`config.mk`:
```
export PLATFORM = sky130hd
export DESIGN_NAME = sqr_dds_gen
export DESIGN_NICKNAME = d
export VERILOG_FILES = /design/src/rtl/sqr_gen_pkg.sv /design/src/rtl/sqr_chan.sv /design/src/rtl/sqr_dds_gen.sv
export SDC_FILE = /design/constraint.sdc
export NUM_CORES = 1
export LEC_CHECK = 0
export ABC_CLOCK_PERIOD_IN_PS = 6900
export CAP_MARGIN = 10
export CORE_AREA = 4 4 128 130
export CTS_BUF_LIST = sky130_fd_sc_hd__clkbuf_4
export CTS_CLUSTER_DIAMETER = 120
export CTS_CLUSTER_SIZE = 20
export DETAILED_ROUTE_END_ITERATION = 12
export DIE_AREA = 0 0 132 134
export MAX_ROUTING_LAYER = met4
export PLACE_DENSITY_LB_ADDON = 0.05
export RECOVER_POWER = 25
export SYNTH_ARGS = -nofsm -noshare
export SYNTH_HDL_FRONTEND = slang
export SYNTH_HIERARCHICAL = 1
export SYNTH_SLANG_ARGS = --single-unit
```
`constraint.sdc`:
```
create_clock -name clk -period 6.9 [get_ports clk]
set_input_delay 1.38 -clock clk [delete_from_list [all_inputs] [get_ports clk]]
set_output_delay 1.38 -clock clk [all_outputs]
set_load 0.03 [all_outputs]
```
`src/rtl/sqr_gen_pkg.sv`:
```
// Shared constants, reset defaults and the configuration record for the DDS square generator.
// Config fields are sized for the largest supported build (ACC_W<=32, PHASE_W/AMP_W<=16, NCH<=8).
package sqr_gen_pkg;

    localparam int CFG_MAX_NCH    = 8;
    localparam int CFG_FREQ_MAX_W = 32;
    localparam int CFG_RES_MAX_W  = 16;

    typedef struct packed {
        logic [CFG_FREQ_MAX_W-1:0]                  freq;
        logic [CFG_RES_MAX_W-1:0]                   duty;
        logic [CFG_RES_MAX_W-1:0]                   amp;
        logic [CFG_MAX_NCH-1:0][CFG_RES_MAX_W-1:0]  phase;
    } sqr_cfg_t;

    // DAC midscale for a given word width.
    function automatic logic [31:0] mid_of(input int dac_w);
        return 32'(1) << (dac_w - 1);
    endfunction

    // Power-on configuration: stopped, 50% duty, zero amplitude, no phase offsets.
    function automatic sqr_cfg_t cfg_reset(input int phase_w);
        sqr_cfg_t c;
        c      = '0;
        c.duty = CFG_RES_MAX_W'(1) << (phase_w - 1);
        return c;
    endfunction

endpackage

```
`src/rtl/sqr_chan.sv`:
```
// One output channel: stage 1 phase-offset compare against duty, stage 2 DAC level select.
module sqr_chan
    import sqr_gen_pkg::*;
#(
    parameter int PHASE_W = 8,
    parameter int DAC_W   = 14
) (
    input  logic               clk,
    input  logic               rst_n,
    input  logic               i_en,
    input  logic [PHASE_W-1:0] i_acc_top,
    input  logic [PHASE_W-1:0] i_phase,
    input  logic [PHASE_W-1:0] i_duty,
    input  logic [DAC_W-1:0]   i_half,
    output logic [DAC_W-1:0]   o_da
);

    localparam logic [DAC_W-1:0] MID = DAC_W'(mid_of(DAC_W));

    logic [PHASE_W-1:0] w_p;
    logic               r_hi;
    logic               r_vld;

    assign w_p = i_acc_top + i_phase;

    // r_vld keeps the flushed stage-1 slot from producing a level right after enable.
    always_ff @(posedge clk or negedge rst_n) begin
        if (!rst_n) begin
            r_hi  <= 1'b0;
            r_vld <= 1'b0;
            o_da  <= '0;
        end else if (!i_en) begin
            r_hi  <= 1'b0;
            r_vld <= 1'b0;
            o_da  <= '0;
        end else begin
            r_hi  <= (w_p < i_duty);
            r_vld <= 1'b1;
            if (r_vld) begin
                o_da <= r_hi ? (MID + i_half) : (MID - i_half);
            end else begin
                o_da <= '0;
            end
        end
    end

endmodule

```
`src/rtl/sqr_dds_gen.sv`:
```
// N-channel DDS square/pulse generator: shared phase accumulator, per-channel phase offsets.
// Define SQR_CFG_SHADOW_EN to defer config updates to the next accumulator wrap.
module sqr_dds_gen
    import sqr_gen_pkg::*;
#(
    parameter int NCH     = 2,
    parameter int ACC_W   = 32,
    parameter int FREQ_W  = 24,
    parameter int PHASE_W = 8,
    parameter int AMP_W   = 8,
    parameter int DAC_W   = 14
) (
    input  logic                   clk,
    input  logic                   rst_n,
    input  logic                   en,
    input  logic                   cfg_we,
    input  logic [FREQ_W-1:0]      freq,
    input  logic [PHASE_W-1:0]     duty,
    input  logic [AMP_W-1:0]       amp,
    input  logic [NCH*PHASE_W-1:0] phase,
    output logic                   cfg_ack,
    output logic                   sync,
    output logic [NCH*DAC_W-1:0]   da_out
);

    localparam int               PROD_W = DAC_W + AMP_W;
    localparam logic [DAC_W-1:0] MID_M1 = DAC_W'(mid_of(DAC_W) - 32'd1);

    sqr_cfg_t           w_new_cfg;
    sqr_cfg_t           r_act;
    logic [ACC_W-1:0]   r_acc;
    logic [ACC_W-1:0]   w_acc_sum;
    logic               w_carry;
    logic               r_wrap;
    logic               r_sync1;
    logic [PROD_W-1:0]  w_prod;
    logic [DAC_W-1:0]   w_half;

    always_comb begin
        w_new_cfg      = '0;
        w_new_cfg.freq = CFG_FREQ_MAX_W'(freq);
        w_new_cfg.duty = CFG_RES_MAX_W'(duty);
        w_new_cfg.amp  = CFG_RES_MAX_W'(amp);
        for (int c = 0; c < NCH; c++) begin
            w_new_cfg.phase[c] = CFG_RES_MAX_W'(phase[c*PHASE_W +: PHASE_W]);
        end
    end

    assign {w_carry, w_acc_sum} = {1'b0, r_acc} + {1'b0, r_act.freq[ACC_W-1:0]};

    // r_wrap travels with the accumulator value so sync lines up with that sample at da_out.
    always_ff @(posedge clk or negedge rst_n) begin
        if (!rst_n) begin
            r_acc   <= '0;
            r_wrap  <= 1'b0;
            r_sync1 <= 1'b0;
            sync    <= 1'b0;
        end else if (!en) begin
            r_acc   <= '0;
            r_wrap  <= 1'b0;
            r_sync1 <= 1'b0;
            sync    <= 1'b0;
        end else begin
            r_acc   <= w_acc_sum;
            r_wrap  <= w_carry;
            r_sync1 <= r_wrap;
            sync    <= r_sync1;
        end
    end

`ifdef SQR_CFG_SHADOW_EN
    sqr_cfg_t r_shd;
    logic     r_pend;
    logic     w_load;
    logic     w_cfg_unused;

    // A write landing on the wrap edge is not pending yet, so it waits for the following wrap.
    assign w_load = r_pend & (w_carry | ~en);

    always_ff @(posedge clk or negedge rst_n) begin
        if (!rst_n) begin
            r_act   <= cfg_reset(PHASE_W);
            r_shd   <= cfg_reset(PHASE_W);
            r_pend  <= 1'b0;
            cfg_ack <= 1'b0;
        end else begin
            if (w_load) begin
                r_act <= r_shd;
            end
            if (cfg_we) begin
                r_shd <= w_new_cfg;
            end
            r_pend  <= cfg_we | (r_pend & ~w_load);
            cfg_ack <= w_load;
        end
    end

    assign w_cfg_unused = ^{r_act, r_shd};
`else
    logic w_cfg_unused;

    always_ff @(posedge clk or negedge rst_n) begin
        if (!rst_n) begin
            r_act   <= cfg_reset(PHASE_W);
            cfg_ack <= 1'b0;
        end else begin
            if (cfg_we) begin
                r_act <= w_new_cfg;
            end
            cfg_ack <= cfg_we;
        end
    end

    assign w_cfg_unused = ^r_act;
`endif

    // Half-swing rounded to nearest: full-scale amp gives levels 16351/33 on a 14-bit DAC.
    assign w_prod = PROD_W'(MID_M1) * PROD_W'(r_act.amp[AMP_W-1:0])
                  + (PROD_W'(1) << (AMP_W - 1));
    assign w_half = w_prod[PROD_W-1:AMP_W];

    generate
        for (genvar gi = 0; gi < NCH; gi++) begin : g_chan
            sqr_chan #(
                .PHASE_W (PHASE_W),
                .DAC_W   (DAC_W)
            ) u_chan (
                .clk       (clk),
                .rst_n     (rst_n),
                .i_en      (en),
                .i_acc_top (r_acc[ACC_W-1 -: PHASE_W]),
                .i_phase   (r_act.phase[gi][PHASE_W-1:0]),
                .i_duty    (r_act.duty[PHASE_W-1:0]),
                .i_half    (w_half),
                .o_da      (da_out[gi*DAC_W +: DAC_W])
            );
        end
    endgenerate

endmodule

```
==> results.md, run 1 <==
- Yosys warning total: 6
- Initial Utilization: roughly three fifths
- Top-count cell post-synth: dfrtp_1
- WL met3: around 690 um
- Hold Buf Count CTS: 0
- Fin util: 67.7%
- Worst reg2reg path depth: 19
- Filler cell count: around 1.1k
- Ys async rst share: between 90% and 100%
- Number of global-route vias before repair: between 7k and 8k
- R2R setup slack: roughly 660 ps
- Clock Skews: around 23 ps
- Pin count of the biggest net entering global routing: 80
- Synth unique cells: 68
- Top cell type's share of synthesized area: about 34%
- Worst EP required: roughly 7300 ps
- Commonest cells in the synthesized netlist: dfrtp_1, ha_1, inv_1, nor2_1, mux2_2
- Post-synthesis xor/xnor area fraction: roughly 6.4%
- Post-Route WL: about 19 mm
- DRT iter0 DRCs: 359
- Die Y: approximately 130 um
- Clk_lat worst skew: between 500 and 600 ps
- Clock Sinks: roughly 120
- Vias: between 6k and 7k
- Ys flop type: dfrtp_1
- Worst Tran Pin Value: roughly 4300 ps
- Antenna Cells: 0
- DRC violations left: 0
- Adder-Cell Fraction of Synth Area: a little over a fifth
- Gpl congestion: between 0.8 and 0.9
- Worst R2R Start: r_act[133]
- Setup bufs post-CTS: 0
- Core area: approximately 15000 um2
- Net Count, Synth: 1072
- Setup crit end: g_chan[0].u_chan/o_da[12]
- Row count: between 40 and 50
- Number of hold violations in the final report: 0
- Clock buffer count from CTS: 17
- Family with the most delay on the worst path: adder cells
- Post-synthesis sequential area ratio: 34.5%
- Mux contribution to synthesized area: 6.69%
- Met2 wire len: just under 10 mm
- Fin nets: approximately 1.2k
- Fin crit share: between 90 and 100%
- End of the worst register-to-register path: g_chan[0].u_chan/o_da[12]
- Max-slew headroom: -190%
- # Max-Cap Violations: 3
- Post-Synth Simple-Gate Area: 11.6%
- Post-synth EDFFs: 0
- Die Area: 17700 um2
- Synthesized area: roughly 9000 um2
- CTS tree: done
- CP max FO: 8
- Area delta synth->final: 14.1%
- Reg clk slew, reported paths: around 110 ps
- Compound-cell area share of the yosys netlist: between 10% and 20%
- Antenna violations before repair: 0
- # port buffers: 89
- Buffers and inverters on the worst path: 4
- Critical path endpoint category: flip-flop
- Highest routed layer: met4
- CTS max path bufs: 2
- Final setup violation count: 0
- Slowest CP cell: fa_1
- GRT Util Overall: 23.2%
- Chip Width: between 100 and 150 um
- Area leader, netlist: dfrtp_1
- Failing checks: capacitance limit, slew limit
- Tmin final: 6240 ps
- Drt wl/cell: around 16 um
- Max Clock Freq: about 160 MHz
- Setup TNS: 0 ps
- First-pass GRT wire length: around 33 mm
- Final Slew Violations: 190
- Syn Area/Cell: ~10 um2
- Critical Path Start: r_act[133]
- Crit path depth: 19
- CP peak stage delay: about 640 ps
- RSZ-0062 raised after global routing: no
- Post-route ant nets: 0
- Num ports: 90
- Placed Cells incl. Taps: 1136
- Reg area: between 3000 and 4000 um2
- Post-Synthesis Cells: just under 900
- Fraction of layout cells with a size suffix above 1: between 10% and 20%
- Post-route insts no fill: between 1k and 1.5k
- Wl on met1: 8.21 mm
- H-tree depth: 4
- WS Path Type: flip-flop to flip-flop
- Status: finished with violations
- WP data arrival: 6630 ps
- Gates resized, CTS repair: 0
- Largest family of logic cells by synthesized area: adder cells
- Remaining Overflow, GRT: 0
- Pre-antenna DRT Iters: 5
- Synth top area cells: dfrtp_1, ha_1, fa_1
- Root buffer cell: clkbuf_4
- Placed wire-length estimate: 14.4 mm
- #FFs+latches synth: 124
- Hold crit path type: flip-flop to flip-flop
- Crit-path cells: fa_1 -> inv_1 -> fa_1 -> inv_1 -> fa_1 -> inv_1 -> fa_1 -> inv_1 -> ha_1 -> and3_1 -> a221oi_1 -> o21ai_1 -> a21oi_1 -> o21bai_1 -> xor2_1 -> nor4_2 -> a41oi_1 -> xnor2_1 -> nor2_1
- Multi-input logic area: 5420 um2
- Vias per cell: 5.71
- Startpoint types: flip-flop
-- sequential cells by signal, summed over array words and instances (netlist names) --
signal               count
r_acc                   32
g_chan.u_chan/r_hi       2
sync                     1
cfg_ack                  1
r_wrap                   1
r_act                   56
g_chan.u_chan/o_da      28
g_chan.u_chan/r_vld      2
r_sync1                  1
-- kinds of logic (layout without fill, tap and decap cells) --
family          Yosys count  count (layout)
mux                      54              54
xor+xnor                 66              66
simple gates            198             198
buf+inv                 120             219
flops                   124             124
compound gates          186             186
fa+ha+maj               132             132
-- placed cells by master, fill, tap and decap left out, types with 18 or more instances in the layout --
cell type,instances
a21o_1,24
a21oi_1,46
and2_1,26
clkbuf_4,19
clkdlybuf4s50_1,86
dfrtp_1,123
fa_1,36
ha_1,96
inv_1,96
mux2_2,49
nand2_1,41
nor2_1,51
o21ai_0,31
xnor2_1,48
xor2_1,18
-- cell type report --
class	count	area share, %
Clock buffer	19	1.39
Clock inverter	12	0.976
Inverter	96	3.51
Multi-Input combinational cell	636	52.8
Sequential cell	124	30.3
Tap cell	188	2.29
Timing Repair Buffer	92	8.72
-- worst register-to-register path, cell delays in order (launching register included) --
cell and delay [ps]:
dfrtp_1 470, fa_1 640, inv_1 170, fa_1 620
inv_1 130, fa_1 610, inv_1 80, fa_1 530
inv_1 40, ha_1 330, and3_1 210, a221oi_1 480
o21ai_1 180, a21oi_1 260, o21bai_1 110, xor2_1 600
nor4_2 140, a41oi_1 310, xnor2_1 150, nor2_1 60
-- metal layers --
metal,up-vias,track usage (%)
met5,-,-
met3,16,4.39
li1,3218,-
met4,0,6.01
met1,3287,28.1
met2,142,40.2
-- worst min path at each step --
stage	from	end	slack (ps)	cells after the start
6_report	r_sync1	sync	470	1
4_1_cts	r_sync1	sync	480	1
2_1_floorplan	r_wrap	r_sync1	430	1
3_3_place_gp	r_wrap	r_sync1	440	1
3_5_place_dp	r_sync1	sync	450	1
5_1_grt	r_sync1	sync	490	1
-- per-stage QoR --
step | worst slack, ps | area, um2 | hold WS (ps)
after detailed placement | 684 | 10000 | 450
after CTS | 666 | 10300 | 479
final | 660 | 10300 | 472
after floorplan | 1230 | 8990 | 434
after global placement | 877 | 10000 | 437
after global routing | 197 | 10300 | 492
Power of run 1 is not shown: default switching activity piles up to over one toggle a cycle in this logic, so the estimate is an artifact.
==> inputs of run 2 (changes only) <==
--- a/config.mk
+++ b/config.mk
@@ -7,12 +7,12 @@
 export LEC_CHECK = 0
 export ABC_CLOCK_PERIOD_IN_PS = 6900
 export CAP_MARGIN = 10
-export CORE_AREA = 4 4 128 130
+export CORE_AREA = 4 4 164 150
 export CTS_BUF_LIST = sky130_fd_sc_hd__clkbuf_4
 export CTS_CLUSTER_DIAMETER = 120
 export CTS_CLUSTER_SIZE = 20
 export DETAILED_ROUTE_END_ITERATION = 12
-export DIE_AREA = 0 0 132 134
+export DIE_AREA = 0 0 168 154
 export MAX_ROUTING_LAYER = met4
 export PLACE_DENSITY_LB_ADDON = 0.05
 export RECOVER_POWER = 25
==> run 2 against run 1 <==
The run still ends with capacitance limit, slew limit left. Sequential share of layout area decreased by 0.49 points. Final cell count increased by 9.9%. Wire length increased by 4.5%. Register-to-register slack improved by 100 ps. Worst hold slack improved by 8.5 ps. Count of clock-buffer cells in the layout decreased by 2. Sequential cell count unchanged. Die area increased by 46%. First-iteration DRC count decreased by 21%. Setup slack improved by 100 ps. Maximum frequency increased by 1.7%. Clock skew increased by 1.6 ps.
==> results.md, run 2 (synthesized netlist as in run 1, its figures left out) <==
- Status: finished with violations (unchanged)
- Failing checks: capacitance limit, slew limit (unchanged)
- RSZ-0062 raised after global routing: no (unchanged)
- GRT Util Overall: 16.3% (was 23.2%)
- Max-slew headroom: -126% (was -190%)
- Most frequent cells in the layout: dfrtp_1, inv_1, ha_1 (unchanged)
- Row count: 53 (was 45)
- Number of hold violations in the final report: 0 (unchanged)
- Fin nets: 1159 (unchanged)
- Fraction of layout cells with a size suffix above 1: 10.5% (was 10.3%)
- Most common cell after layout, fill and taps aside: dfrtp_1 (unchanged)
- DRC violations left: 0 (unchanged)
- WS Path Type: flip-flop to flip-flop (unchanged)
- Biggest regs: r_act x56, r_acc x32, g_chan.u_chan/o_da x28 (unchanged)
- Antenna violations before repair: 1 (was 0)
- Max reg flops: 56 (unchanged)
- Tmin final: 6140 ps (was 6240 ps)
- Critical path endpoint category: flip-flop (unchanged)
- Core area: 23000 um2 (was 15100 um2)
- Startpoint types: flip-flop (unchanged)
- CP max FO: 8 (unchanged)
- Reg area: 3100 um2 (unchanged)
- Final Slew Violations: 175 (was 190)
- Final setup violation count: 0 (unchanged)
- Clock Skews: 24.6 ps (was 23.0 ps)
- Pre-antenna DRT Iters: 4 (was 5)
- Clock buffer count from CTS: 17 (unchanged)
- Hold crit path type: flip-flop to flip-flop (unchanged)
- Clock Sinks: 124 (unchanged)
- Number of global-route vias before repair: 6528 (was 7085)
- Initial Utilization: 39.1% (was 59.4%)
- Placed wire-length estimate: 15.2 mm (was 14.4 mm)
- Post-route ant nets: 0 (unchanged)
- Drt wl/cell: 15.4 um (was 16.2 um)
- Setup TNS: 0 ps (unchanged)
- Reg clk slew, reported paths: 130 ps (was 110 ps)
- Die Area: 25900 um2 (was 17700 um2)
- Largest Register: r_act (unchanged)
- DRT iter0 DRCs: 282 (was 359)
- WHS: 480 ps (was 472 ps)
- Clk_lat worst skew: 550 ps (was 520 ps)
- Post-Route WL: 19.8 mm (was 18.9 mm)
- Max Clock Freq: 163 MHz (was 160 MHz)
- WP data arrival: 6560 ps (was 6630 ps)
- Setup bufs post-CTS: 0 (unchanged)
- Die Y: 154 um (was 134 um)
- Gates resized, CTS repair: 0 (unchanged)
- Fin crit share: 88.9% (was 90.4%)
- Area delta synth->final: 16.0% (was 14.1%)
- H-tree depth: 4 (unchanged)
- Root buffer cell: clkbuf_4 (unchanged)
- Gpl congestion: 0.809 (was 0.894)
- # Max-Cap Violations: 3 (unchanged)
- CTS tree: done (unchanged)
- First-pass GRT wire length: 33.6 mm (was 33.1 mm)
- Vias: 6453 (was 6663)
- Hold Buf Count CTS: 0 (unchanged)
- Chip Width: 168 um (was 132 um)
- # port buffers: 89 (unchanged)
- Pin count of the biggest net entering global routing: 65 (was 80)
- Num ports: 90 (unchanged)
- Worst Tran Pin Value: 3400 ps (was 4350 ps)
- Filler cell count: 2262 (was 1144)
- Worst EP required: 7320 ps (was 7290 ps)
- Multi-input logic area: 5420 um2 (unchanged)
- CTS max path bufs: 2 (unchanged)
- Remaining Overflow, GRT: 0 (unchanged)
- Vias per cell: 5.03 (was 5.71)
-- run 2: changes by cell type in the layout (fill, tap and decap cells not counted) --
| cell | before | now |
|---|---|---|
| inv_6 | 1 | 5 |
| clkbuf_4 | 19 | 17 |
| clkinv_1 | 3 | 2 |
| clkinv_2 | 2 | 1 |
| clkinv_4 | 2 | 3 |
| clkinvlp_4 | 3 | 2 |
| diode_2 | 0 | 1 |
| inv_8 | 0 | 1 |
-- run 2: area by class of cell --
cell class              instances  share of cell area [%]
multi-input cells             636                    52.0
flip-flops and latches        124                    29.8
repair buffers                 92                    8.58
well taps                     302                    3.62
inverters                      96                    3.46
clock inverters                15                    1.33
clock buffers                  17                    1.22
diodes                          1                  0.0240
-- run 2: worst max-delay path, cell delays in order, from the launching register on --
cell      delay [ps]
dfrtp_1          460
fa_1             640
inv_1            160
fa_1             610
inv_1            130
fa_1             610
inv_1             80
fa_1             530
inv_1             40
ha_1             320
and3_1           210
a221oi_1         450
o21ai_1          180
a21oi_1          250
o21bai_1         100
xor2_1           590
nor4_2           140
a41oi_1          290
xnor2_1          150
nor2_1            60
-- run 2: stage by stage --
stage / area [um2] / setup slack [ps] / util, % / std cells
2_1_floorplan: 8990 / 1230 / - / 880
3_3_place_gp: 10200 / 809 / 44.2 / 1250
3_5_place_dp: 10200 / 724 / 44.2 / 1250
4_1_cts: 10400 / 707 / 45.4 / 1282
5_1_grt: 10400 / 250 / 45.3 / 1283
6_report: 10400 / 764 / 45.3 / 1283
-- run 2: layer usage --
metal	wire length, um	share of wire, %	vias to the layer above	global-route usage, %
met2	8250	42	115	23.2
li1	-	-	3220	-
met3	673	3.4	18	2.78
met4	240	1.2	0	4.06
met1	10600	54	3100	24.3
met5	0	0	-	-
-- run 2: worst paths after layout --
kind,slack [ps],end,depth (start not counted),startpoint
worst max-delay path,760,g_chan[0].u_chan/o_da[12],19,r_act[133]
worst min-delay path,480,sync,1,r_sync1
worst max register to register,760,g_chan[0].u_chan/o_da[12],19,r_act[133]
worst min register to register,480,sync,1,r_sync1
max in group asynchronous,2730,g_chan[0].u_chan/o_da[3],2,rst_n
min in group asynchronous,1970,g_chan[1].u_chan/o_da[3],1,rst_n
Power of run 2 is left out for the same reason.
==> inputs of run 3 (changes only) <==
--- a/config.mk
+++ b/config.mk
@@ -7,16 +7,15 @@
 export LEC_CHECK = 0
 export ABC_CLOCK_PERIOD_IN_PS = 6900
 export CAP_MARGIN = 10
-export CORE_AREA = 4 4 164 150
+export CORE_AREA = 4 4 162 148
 export CTS_BUF_LIST = sky130_fd_sc_hd__clkbuf_4
 export CTS_CLUSTER_DIAMETER = 120
 export CTS_CLUSTER_SIZE = 20
 export DETAILED_ROUTE_END_ITERATION = 12
-export DIE_AREA = 0 0 168 154
+export DIE_AREA = 0 0 166 152
 export MAX_ROUTING_LAYER = met4
 export PLACE_DENSITY_LB_ADDON = 0.05
 export RECOVER_POWER = 25
 export SYNTH_ARGS = -nofsm -noshare
 export SYNTH_HDL_FRONTEND = slang
-export SYNTH_HIERARCHICAL = 1
 export SYNTH_SLANG_ARGS = --single-unit
==> run 3 against run 2 <==
The flow still finishes with violations (capacitance limit, slew limit). Global-route usage shrank 1.0 points. Synthesized area is 2.2% lower. Clock skew rose by 0.68 ps. Critical path type unchanged. Final cell count decreased by 1.9%. Sequential cell count down 2.
==> results.md, run 3 <==
- CP max FO: 8 (unchanged)
- Final setup violation count: 0 (unchanged)
- Clk_lat worst skew: 540 ps (was 550 ps)
- Vias per cell: 5.00 (was 5.03)
- Worst reg2reg path depth: 16 (was 19)
- Initial Utilization: 39.4% (was 39.1%)
- Gpl congestion: 0.859 (was 0.809)
- Drt wl/cell: 14.6 um (was 15.4 um)
- Synth unique cells: 74 (was 68)
- Row count: 52 (was 53)
- Status: finished with violations (unchanged)
- Yosys warning total: 0 (was 6)
- Worst EP required: 7320 ps (about the same)
- Chip Width: 166 um (was 168 um)
- Max Clock Freq: 176 MHz (was 163 MHz)
- Crit-path cells: fa_1 -> inv_1 -> fa_1 -> inv_1 -> fa_1 -> inv_1 -> fa_1 -> inv_1 -> ha_1 -> and3_1 -> a2111oi_0 -> o311ai_2 -> a2111oi_4 -> o211a_4 -> a31oi_1 -> mux2i_1 (was fa_1 -> inv_1 -> fa_1 -> inv_1 -> fa_1 -> inv_1 -> fa_1 -> inv_1 -> ha_1 -> and3_1 -> a221oi_1 -> o21ai_1 -> a21oi_1 -> o21bai_1 -> xor2_1 -> nor4_2 -> a41oi_1 -> xnor2_1 -> nor2_1)
- Hold depth: 1 (unchanged)
- Synthesized area: 8790 um2 (was 8990 um2)
- Worst Tran Pin Value: 3780 ps (was 3400 ps)
- Final Slew Violations: 71 (was 175)
- Clock Skews: 25.3 ps (was 24.6 ps)
- Pin count of the biggest net entering global routing: 72 (was 65)
- Critical path endpoint category: flip-flop (unchanged)
- Synth top area cells: dfrtp_1, ha_1, fa_1 (unchanged)
- Ys flop type: dfrtp_1 (unchanged)
- Remaining Overflow, GRT: 0 (unchanged)
- WS Path Type: flip-flop to flip-flop (unchanged)
- H-tree depth: 4 (unchanged)
- Area delta synth->final: 16.3% (was 16.0%)
- Startpoint types: flip-flop (unchanged)
- Top cell type's share of synthesized area: 34.4% (was 34.2%)
- CP peak stage delay: 700 ps (was 640 ps)
- Clock buffer count from CTS: 17 (unchanged)
- Post-Route WL: 18.4 mm (was 19.8 mm)
- Post-route ant nets: 0 (unchanged)
- DRC violations left: 0 (unchanged)
- Biggest regs: r_act x56, r_acc x32, g_chan.u_chan.o_da x27 (was r_act x56, r_acc x32, g_chan.u_chan/o_da x28)
- # port buffers: 89 (unchanged)
- Post-synth EDFFs: 0 (unchanged)
- Root buffer cell: clkbuf_4 (unchanged)
- Max reg flops: 56 (unchanged)
- # Max-Cap Violations: 1 (was 3)
- Core area: 22300 um2 (was 23000 um2)
- Crit path depth: 16 (was 19)
- Clock Sinks: 122 (was 124)
- Most frequent cells in the layout: dfrtp_1, ha_1, clkdlybuf4s50_1 (was dfrtp_1, inv_1, ha_1)
- Number of hold violations in the final report: 0 (unchanged)
- Family with the most delay on the worst path: adder cells (unchanged)
- Buffers and inverters on the worst path: 4 (unchanged)
- Fin nets: 1138 (was 1159)
- DRT iter0 DRCs: 296 (was 282)
- Num ports: 90 (unchanged)
- Syn Area/Cell: 10.2 um2 (about the same)
- Post-Synthesis Cells: 858 (was 880)
- Pre-antenna DRT Iters: 5 (was 4)
- Multi-input logic area: 5330 um2 (was 5420 um2)
- Antenna violations before repair: 1 (unchanged)
- Die Y: 152 um (was 154 um)
- Vias: 6285 (was 6453)
- Failing checks: capacitance limit, slew limit (unchanged)
- #FFs+latches synth: 122 (was 124)
- WP data arrival: 6110 ps (was 6560 ps)
- Fraction of layout cells with a size suffix above 1: 11.1% (was 10.5%)
- Hold crit path type: flip-flop to flip-flop (unchanged)
- Top-count cell post-synth: dfrtp_1 (unchanged)
- Tmin final: 5690 ps (was 6140 ps)
- Setup TNS: 0 ps (unchanged)
- First-pass GRT wire length: 31.2 mm (was 33.6 mm)
- Most common cell after layout, fill and taps aside: dfrtp_1 (unchanged)
- Slowest CP cell: a2111oi_0 (was fa_1)
- Setup bufs post-CTS: 0 (unchanged)
- Largest Register: r_act (unchanged)
- CTS tree: done (unchanged)
- Hold Buf Count CTS: 0 (unchanged)
- RSZ-0062 raised after global routing: no (unchanged)
- Number of global-route vias before repair: 6171 (was 6528)
- Commonest cells in the synthesized netlist: dfrtp_1, ha_1, inv_1, a21oi_1, o21ai_0 (was dfrtp_1, ha_1, inv_1, nor2_1, mux2_2)
- Gates resized, CTS repair: 0 (unchanged)
- Placed wire-length estimate: 14.1 mm (was 15.2 mm)
- Filler cell count: 2162 (was 2262)
- Post-synthesis sequential area ratio: 34.7% (was 34.5%)
- Reg clk slew, reported paths: 110 ps (was 130 ps)
- Ys async rst share: 100% (unchanged)
- Die Area: 25200 um2 (was 25900 um2)
- Reg area: 3050 um2 (was 3100 um2)
- GRT Util Overall: 15.3% (was 16.3%)
- Max-slew headroom: -152% (was -126%)
- Net Count, Synth: 1049 (was 1072)
- Area leader, netlist: dfrtp_1 (unchanged)
- CTS max path bufs: 2 (unchanged)
- Fin crit share: 82.5% (was 88.9%)
-- run 3: cell count changes after synthesis, moves of 6 or more --
cell / change
or3_1: +13
nand3_1: +6
inv_1: -18
o21a_1: -11
o21ai_0: +14
mux2_2: -7
a21oi_1: +12
o21bai_1: +7
a21o_1: +8
xnor2_1: -14
nand4_1: -6
nor2_1: -17
-- run 3: logic make-up (layout without fill, tap and decap cells) --
kind of cell	count (synthesis)	count (layout)	share of synthesized area [%]
compound gates	198	198	14.8
xor+xnor	50	50	4.98
fa+ha+maj	131	131	21.7
buf+inv	100	202	4.65
flops	122	122	34.7
mux	51	51	6.40
other cells	0	1	0
simple gates	206	206	12.7
-- run 3: per-stage QoR --
| stage | std cells | setup slack (ps) | utilization [%] | hold WS (ps) | area, um2 |
|---|---|---|---|---|---|
| after CTS | 1257 | 1220 | 45.8 | 468 | 10200 |
| after floorplan | 858 | 1610 | - | 434 | 8790 |
| after detailed placement | 1225 | 1240 | 44.6 | 441 | 9960 |
| after global routing | 1258 | 903 | 45.8 | 486 | 10200 |
| final | 1258 | 1210 | 45.8 | 466 | 10200 |
| after global placement | 1225 | 1330 | 44.6 | 436 | 9960 |
-- run 3: layer usage --
metal  GRT usage [%]  up-vias  routed length (um)
met1            22.6     2974                9740
met2            21.8      126                7790
met5               -        -                   0
met4            3.30        0                 154
met3            3.04       13                 668
li1                -     3172                   -
-- run 3: layout make-up --
cell class / instances / area share, %
Antenna cell: 1 / 0.0245
Tap cell: 297 / 3.64
Timing Repair Buffer: 92 / 8.82
Clock inverter: 13 / 1.26
Inverter: 78 / 2.86
Sequential cell: 122 / 29.9
Clock buffer: 19 / 1.40
Multi-Input combinational cell: 636 / 52.1
-- run 3: final timing paths --
| path | from | to | slack (ps) |
|---|---|---|---|
| max | r_act[133] | g_chan[0].u_chan.o_da[13] | 1210 |
| min | r_sync1 | sync | 470 |
| max reg2reg | r_act[133] | g_chan[0].u_chan.o_da[13] | 1210 |
| min reg2reg | r_sync1 | sync | 470 |
| max in group asynchronous | rst_n | r_acc[27] | 2530 |
| min in group asynchronous | rst_n | g_chan[0].u_chan.o_da[0] | 2150 |
Power of run 3 is left out for the same reason.
